[config.mk]
export PLATFORM = sky130hd
export DESIGN_NAME = demux1_2_stream_flat
export DESIGN_NICKNAME = d
export VERILOG_FILES = /design/src/rtl/demux1_2_stream_if.sv /design/src/rtl/demux1_2_stream.sv /design/src/flat_wrapper.sv
export SDC_FILE = /design/constraint.sdc
export NUM_CORES = 1
export LEC_CHECK = 0
export CORE_ASPECT_RATIO = 0.5
export CORE_MARGIN = 2
export CORE_UTILIZATION = 50
export CTS_CLUSTER_DIAMETER = 30
export DETAILED_ROUTE_END_ITERATION = 10
export PLACE_DENSITY = 0.76
export SLEW_MARGIN = 15
export SYNTH_ARGS = -nofsm -noshare
export SYNTH_HDL_FRONTEND = slang
export SYNTH_SLANG_ARGS = --single-unit
[constraint.sdc]
create_clock -name clk -period 3.79 [get_ports clk]
set_input_delay 0.758 -clock clk [delete_from_list [all_inputs] [get_ports clk]]
set_output_delay 0.758 -clock clk [all_outputs]
set_load 0.02 [all_outputs]
[src/rtl/demux1_2_stream_if.sv]
// Stream bundle for the 1-to-2 demux: one producer side (in_*) and two consumer sides (a_*, b_*).
// The master modport is the environment (producer and consumers); the slave modport is the demux.
interface demux1_2_stream_if #(
    parameter int WIDTH = 8
);
    // Handshake rule on every channel: a beat moves on a rising clk edge where valid & ready are both 1.
    // valid never depends on ready. ready may depend on the routing select of the offered beat.
    logic [WIDTH:0] in_data;
    logic           in_sel;
    logic           in_valid;
    logic           in_ready;
    logic [WIDTH:0] a_data;
    logic           a_valid;
    logic           a_ready;
    logic [WIDTH:0] b_data;
    logic           b_valid;
    logic           b_ready;

    modport master (
        output in_data, in_sel, in_valid, a_ready, b_ready,
        input  in_ready, a_data, a_valid, b_data, b_valid
    );

    modport slave (
        input  in_data, in_sel, in_valid, a_ready, b_ready,
        output in_ready, a_data, a_valid, b_data, b_valid
    );
endinterface

[src/rtl/demux1_2_stream.sv]
// Routes one input stream to port a or b per beat. Each port has its own 2-entry FIFO,
// so a stalled consumer never blocks the other one. Per-port wrapping delivered-beat counters.
module demux1_2_stream #(
    parameter int WIDTH = 8,
    parameter int CNT_W = 16
) (
    input  logic              clk,
    input  logic              rst,
    demux1_2_stream_if.slave  bus,
    output logic [CNT_W-1:0]  a_count,
    output logic [CNT_W-1:0]  b_count
);
    // Index 0 is destination a, index 1 is destination b.
    logic [WIDTH:0]   mem    [2][2];
    logic [WIDTH:0]   last   [2];
    logic [1:0]       cnt    [2];
    logic             wr_ptr [2];
    logic             rd_ptr [2];
    logic [CNT_W-1:0] beats  [2];
    logic [1:0]       full;
    logic [1:0]       empty;
    logic [1:0]       push;
    logic [1:0]       pop;

    assign full  = {cnt[1] == 2'd2, cnt[0] == 2'd2};
    assign empty = {cnt[1] == 2'd0, cnt[0] == 2'd0};

    // A full FIFO refuses input even when it pops in the same cycle: no pass-through path.
    assign bus.in_ready = bus.in_sel ? !full[1] : !full[0];
    assign push[0] = bus.in_valid & !bus.in_sel & !full[0];
    assign push[1] = bus.in_valid &  bus.in_sel & !full[1];
    assign pop[0]  = !empty[0] & bus.a_ready;
    assign pop[1]  = !empty[1] & bus.b_ready;

    // When a FIFO drains, its output keeps showing the last delivered beat.
    assign bus.a_valid = !empty[0];
    assign bus.b_valid = !empty[1];
    assign bus.a_data  = empty[0] ? last[0] : mem[0][rd_ptr[0]];
    assign bus.b_data  = empty[1] ? last[1] : mem[1][rd_ptr[1]];
    assign a_count     = beats[0];
    assign b_count     = beats[1];

    always_ff @(posedge clk or posedge rst) begin
        if (rst) begin
            for (int i = 0; i < 2; i++) begin
                cnt[i]    <= 2'd0;
                wr_ptr[i] <= 1'b0;
                rd_ptr[i] <= 1'b0;
                last[i]   <= '0;
                beats[i]  <= '0;
                for (int j = 0; j < 2; j++) begin
                    mem[i][j] <= '0;
                end
            end
        end else begin
            for (int i = 0; i < 2; i++) begin
                if (push[i]) begin
                    mem[i][wr_ptr[i]] <= bus.in_data;
                    wr_ptr[i]         <= !wr_ptr[i];
                end
                if (pop[i]) begin
                    rd_ptr[i] <= !rd_ptr[i];
                    last[i]   <= mem[i][rd_ptr[i]];
                    beats[i]  <= beats[i] + CNT_W'(1);
                end
                cnt[i] <= cnt[i] + {1'b0, push[i]} - {1'b0, pop[i]};
            end
        end
    end
endmodule
[src/flat_wrapper.sv]
// flat-port wrapper written by rule: the top's interface ports become plain ports
module demux1_2_stream_flat 
#(
    parameter int WIDTH = 8,
    parameter int CNT_W = 16
)
  (clk, rst, a_count, b_count, bus_in_data, bus_in_sel, bus_in_valid, bus_a_ready, bus_b_ready, bus_in_ready, bus_a_data, bus_a_valid, bus_b_data, bus_b_valid);
  demux1_2_stream_if #(.WIDTH(WIDTH)) bus_i ();
  input  logic clk;
  input  logic rst;
  output logic [CNT_W-1:0] a_count;
  output logic [CNT_W-1:0] b_count;
  input wire logic [$bits(bus_i.in_data)-1:0] bus_in_data;
  input wire logic [$bits(bus_i.in_sel)-1:0] bus_in_sel;
  input wire logic [$bits(bus_i.in_valid)-1:0] bus_in_valid;
  input wire logic [$bits(bus_i.a_ready)-1:0] bus_a_ready;
  input wire logic [$bits(bus_i.b_ready)-1:0] bus_b_ready;
  output wire logic [$bits(bus_i.in_ready)-1:0] bus_in_ready;
  output wire logic [$bits(bus_i.a_data)-1:0] bus_a_data;
  output wire logic [$bits(bus_i.a_valid)-1:0] bus_a_valid;
  output wire logic [$bits(bus_i.b_data)-1:0] bus_b_data;
  output wire logic [$bits(bus_i.b_valid)-1:0] bus_b_valid;
  assign bus_i.in_data = bus_in_data;
  assign bus_i.in_sel = bus_in_sel;
  assign bus_i.in_valid = bus_in_valid;
  assign bus_i.a_ready = bus_a_ready;
  assign bus_i.b_ready = bus_b_ready;
  assign bus_in_ready = bus_i.in_ready;
  assign bus_a_data = bus_i.a_data;
  assign bus_a_valid = bus_i.a_valid;
  assign bus_b_data = bus_i.b_data;
  assign bus_b_valid = bus_i.b_valid;
  demux1_2_stream #(.WIDTH(WIDTH), .CNT_W(CNT_W)) u_core (.clk(clk), .rst(rst), .bus(bus_i), .a_count(a_count), .b_count(b_count));
endmodule
Yosys cells after proc, flatten, opt, wreduce, memory -nomap -nowiden --
Index checks and enable logic that the tools add are counted.
Cells by class: add/subtract/negate cells 6, order comparisons 6, equality and inequality tests 2, muxes and demuxes 15, bitwise operators 10, reduce and logical (&&, ||, !) cells 13
Operators with widths (number):
- $mux W9 | 10
- $bwmux W18 | 2
- $add A16 B1 Y16 const B | 2
- $demux W9 S1 | 2
- $logic_not A1 Y1 | 9
- $ge A2 B2 Y1 const B | 4
- $not A1 Y2 | 4
- $and A1 B1 Y1 | 6
- $add A2 B1 Y2 | 2
- $eq A2 B2 Y1 const B | 2
- $logic_not A2 Y1 | 2
- $lt A2 B1 Y1 const B | 2
- $sub A2 B1 Y2 | 2
- $logic_and A1 B1 Y1 | 2
- $mux W1 | 1
Storage, ports and cells: flip-flop bits (word level) 94, input bits 15, output and inout bits 53

Logic depth before layout (Yosys ltp) --
depth after elaboration 6, mapped depth 8, gate-level depth less buffers 7

Least setup slack after synthesis --
Ideal clock, no wire load.
path type register -> output, start point reg u_core.cnt[3] (netlist bit), end point out bus_a_data[0], arrival time 1463 ps, data required time 3032 ps, slack 1569 ps, stages on the path, launching flop included 5, cells stage by stage dfrtp_1 or2_2 clkbuf_1 buf_2 a21oi_1
Between the ends: word-level cells in the longest chain between the ends 2
Ends and longest elaborated chain:
- start, declared | RTL line demux1_2_stream.sv:16 | logic [1:0] cnt [2];
- start signal, assigned by index | RTL line demux1_2_stream.sv:66 | cnt[i] <= cnt[i] + {1'b0, push[i]} - {1'b0, pop[i]};
- $logic_not A2 Y1 | RTL line demux1_2_stream.sv:26 | assign empty = {cnt[1] == 2'd0, cnt[0] == 2'd0};
- $mux W9 | RTL line demux1_2_stream.sv:38 | assign bus.a_data = empty[0] ? last[0] : mem[0][rd_ptr[0]];
- end, declared | RTL line flat_wrapper.sv:19 | output wire logic [$bits(bus_i.a_data)-1:0] bus_a_data;
Every way passes these cells.

Worst setup path after layout --
start point in bus_in_sel, end point out bus_in_ready
Between the ends: word-level cells in the longest chain between the ends 1
Ends and longest elaborated chain:
- start, declared | RTL line flat_wrapper.sv:14 | input wire logic [$bits(bus_i.in_sel)-1:0] bus_in_sel;
- $mux W1 | RTL line demux1_2_stream.sv:29 | assign bus.in_ready = bus.in_sel ? !full[1] : !full[0];
- end, declared | RTL line flat_wrapper.sv:18 | output wire logic [$bits(bus_i.in_ready)-1:0] bus_in_ready;
Every way passes these cells.

==> reports/summary.txt <==
Status -> completed
Die footprint -> 9040 um2
Clk pwr share -> 20.0%
Placement Setup Slack -> 0.8636 ns
GRT Resource Usage Total -> 19.13%
Worst slew margin -> 41.86%
Seq cells post-synth -> 94
Setup crit end kind -> output port
Critical Path Start Type -> input port
Mean Syn Cell Area -> 11.89 um2
Clock skew -> 0.004401 ns
Final setup fails -> 0
Peak Freq -> 0.3408 GHz
Required time of the critical path -> 3.03 ns
Net Sw Frac -> 36.20%
Seq/Total Area, Yosys -> 57.00%
Clock Latency Late Sink -> 0.34 ns
Area delta synth->final -> 26.65%
Syn_nets -> 368
Initial antenna violation count -> 0
WS Path Type -> input port to output port
IO Pins -> 68
CTS tree -> yes
Post-CTS setup buffers -> 0
Via density -> 5.171
Area leader, netlist -> dfrtp_1
# clock sinks -> 94
TritonCTS buffer count -> 9
Setup_tns -> 0 ns
Synth unique cells -> 34
Post-synthesis cell count -> 347
# resized after CTS -> 0
Vias -> 2746
H-tree depth -> 3
Part of the power in registers -> 37.7%
Final instance area -> 5226 um2
CTS hold repair buffers -> 0
Layout fillers -> 609
Lkg Pwr -> 0.002265 uW
Hold slack -> 0.4800 ns
Core Area -> 8000 um2
Net Switching -> 1682 uW
Worst r2r path cells -> 7
Total power -> 4646 uW
Core Rows -> 23
DIE WIDTH -> 132.5 um
CP Max Fanout -> 4
YS warnings -> 0
DRC -> 0
Hold_sp -> u_core.a_count[15]
Iter 0 DRT Violations -> 178
Max Cap Violations -> 0
Worst-path clk slew -> 0.06 ns
Hold Path Class -> register to register
Worst vdd ir -> 0.0003867 V
Yosys top cell area share -> 57.00%
Average wire per cell in the routed design -> 14.74 um
First-pass GRT wire length -> 13.36 mm
Most frequent cells in the layout -> dfrtp_1 (94), clkdlybuf4s50_1 (67), mux2_2 (35)
Vias in the first global route -> 2772
Tcrit/Tclk final -> 77.43%
Gate power share -> 42.3%
Final ANT Viol Nets -> 0
DR pass1 iterations -> 4
Min cycle time layout -> 2.935 ns
Top cells by area, synth -> dfrtp_1 (57%), mux2_2 (9.6%), xnor2_1 (6.6%), mux2i_1 (4.4%), a21oi_1 (3.3%)
Clock Tree Buf Depth -> 2
Worst Setup SP -> bus_in_sel
Initial core utilization -> 51.58%
Tightest Pin Transition -> 0.8704 ns
Hold path depth -> 1
Multi-input logic area -> 1684 um2
DP Area -> 4898 um2
Final WS setup -> 0.8554 ns
Commonest non-fill, non-tap cell in the layout -> dfrtp_1
DRT Wirelength -> 7.827 mm
Power per Cell Area -> 889.0 nW/um2
Final net count -> 435
Slew Limit Fails -> 0
Arrival time worst endpoint -> 2.18 ns
RSZ-0062 raised after global routing -> no
Diodes inserted -> 0
PortBufs -> 67
Register area -> 2352 um2
Largest net degree at the start of global routing -> 49
Pint -> 2964 uW
Total grt overflow -> 0
Layout cell share with drive strength beyond 1 -> 15.27%
Dpl hpwl -> 5.630 mm
Root Buffer -> clkbuf_16
Final GP Congestion -> 0.7847
Final hold vios -> 0
Die Y -> 68.24 um
Reg2reg start -> u_core.cnt[3]
Synthesized cell area -> 4126 um2
[final timing paths]
check / endpoint / slack [ns]
min: u_core.a_count[15] / 0.48
max reg2reg: u_core.cnt[3] / 1.61
min reg2reg: u_core.a_count[15] / 0.48
min in group asynchronous: u_core.b_count[15] / 0.87
max in group asynchronous: u_core.a_count[15] / 2.20
max: bus_in_ready / 0.86
[power by group through the flow]
stage | logic, uW | registers (uW) | clock network (uW)
finish | 1970 | 1750 | 927
global route | 2150 | 1810 | 994
CTS | 1990 | 1750 | 952
detailed placement | 1980 | 1760 | 0
global placement | 1900 | 1730 | 0
floorplan | 1240 | 1720 | 0
[synth_stat cells]
| cell type | count |
|---|---|
| nand3b_2 | 1 |
| and4_1 | 1 |
| a31oi_1 | 1 |
| a21oi_1 | 27 |
| mux2_2 | 35 |
| buf_2 | 7 |
| o21ai_0 | 9 |
| mux2_1 | 3 |
| xnor2_1 | 31 |
| a21oi_2 | 1 |
| and3_1 | 4 |
| inv_1 | 7 |
| nor3_1 | 3 |
| xor2_1 | 7 |
| nor2_1 | 33 |
| nor2_4 | 1 |
| nand4_1 | 7 |
| buf_4 | 2 |
| o21ai_2 | 1 |
| nand3_1 | 11 |
| nand2_2 | 1 |
| nand2_1 | 24 |
| nand2b_1 | 1 |
| dfrtp_1 | 94 |
| or2_2 | 2 |
| clkbuf_1 | 2 |
| ha_1 | 6 |
| nor4_2 | 1 |
| nor2b_1 | 1 |
| mux2i_1 | 18 |
| nor4_4 | 1 |
| clkbuf_2 | 2 |
| o21a_1 | 1 |
| inv_2 | 1 |
[per-stage QoR]
step,utilization [%],std cells
after floorplan,-,347
after global placement,61.23,515
after detailed placement,61.23,515
after CTS,65.23,531
after global routing,65.33,531
final,65.33,531
[logic make-up after synthesis]
| kind of cell | synth area share (%) |
|---|---|
| DFF | 57.00 |
| and+or+nand+nor | 10.89 |
| muxes | 14.74 |
| AOI/OAI and AO/OA | 5.124 |
| xor gates and xnor gates | 8.066 |
| buffers and inverters | 2.365 |
| adders and majority gates | 1.819 |
[registers in the layout (all words and copies together) (netlist names)]
| signal | cells |
|---|---|
| u_core.wr_ptr | 2 |
| u_core.a_count | 16 |
| u_core.rd_ptr | 2 |
| u_core.b_count | 16 |
| u_core.mem | 36 |
| u_core.cnt | 4 |
| u_core.last | 18 |
[worst max-delay path, stage by stage]
cell and delay (ns):
clkdlybuf4s50_1 0.53, nor2_1 0.08, a31oi_1 0.17, clkdlybuf4s50_1 0.64
[layer usage]
layer	up-vias	GRT usage (%)	share of wire (%)
met2	45	35.36	52
met3	6	5.407	4.0
met5	-	0	0
met4	0	5.780	0.86
met1	1373	22.39	43
li1	1322	-	-
[cell type report]
type / instances / area share, %
clock buffers: 12 / 5.099
clock inverters: 4 / 1.029
inverters: 8 / 0.5985
multi-input cells: 232 / 32.22
flip-flops and latches: 94 / 45.01
well taps: 112 / 2.681
repair buffers: 69 / 13.36
(Power assumes the default switching activity.)
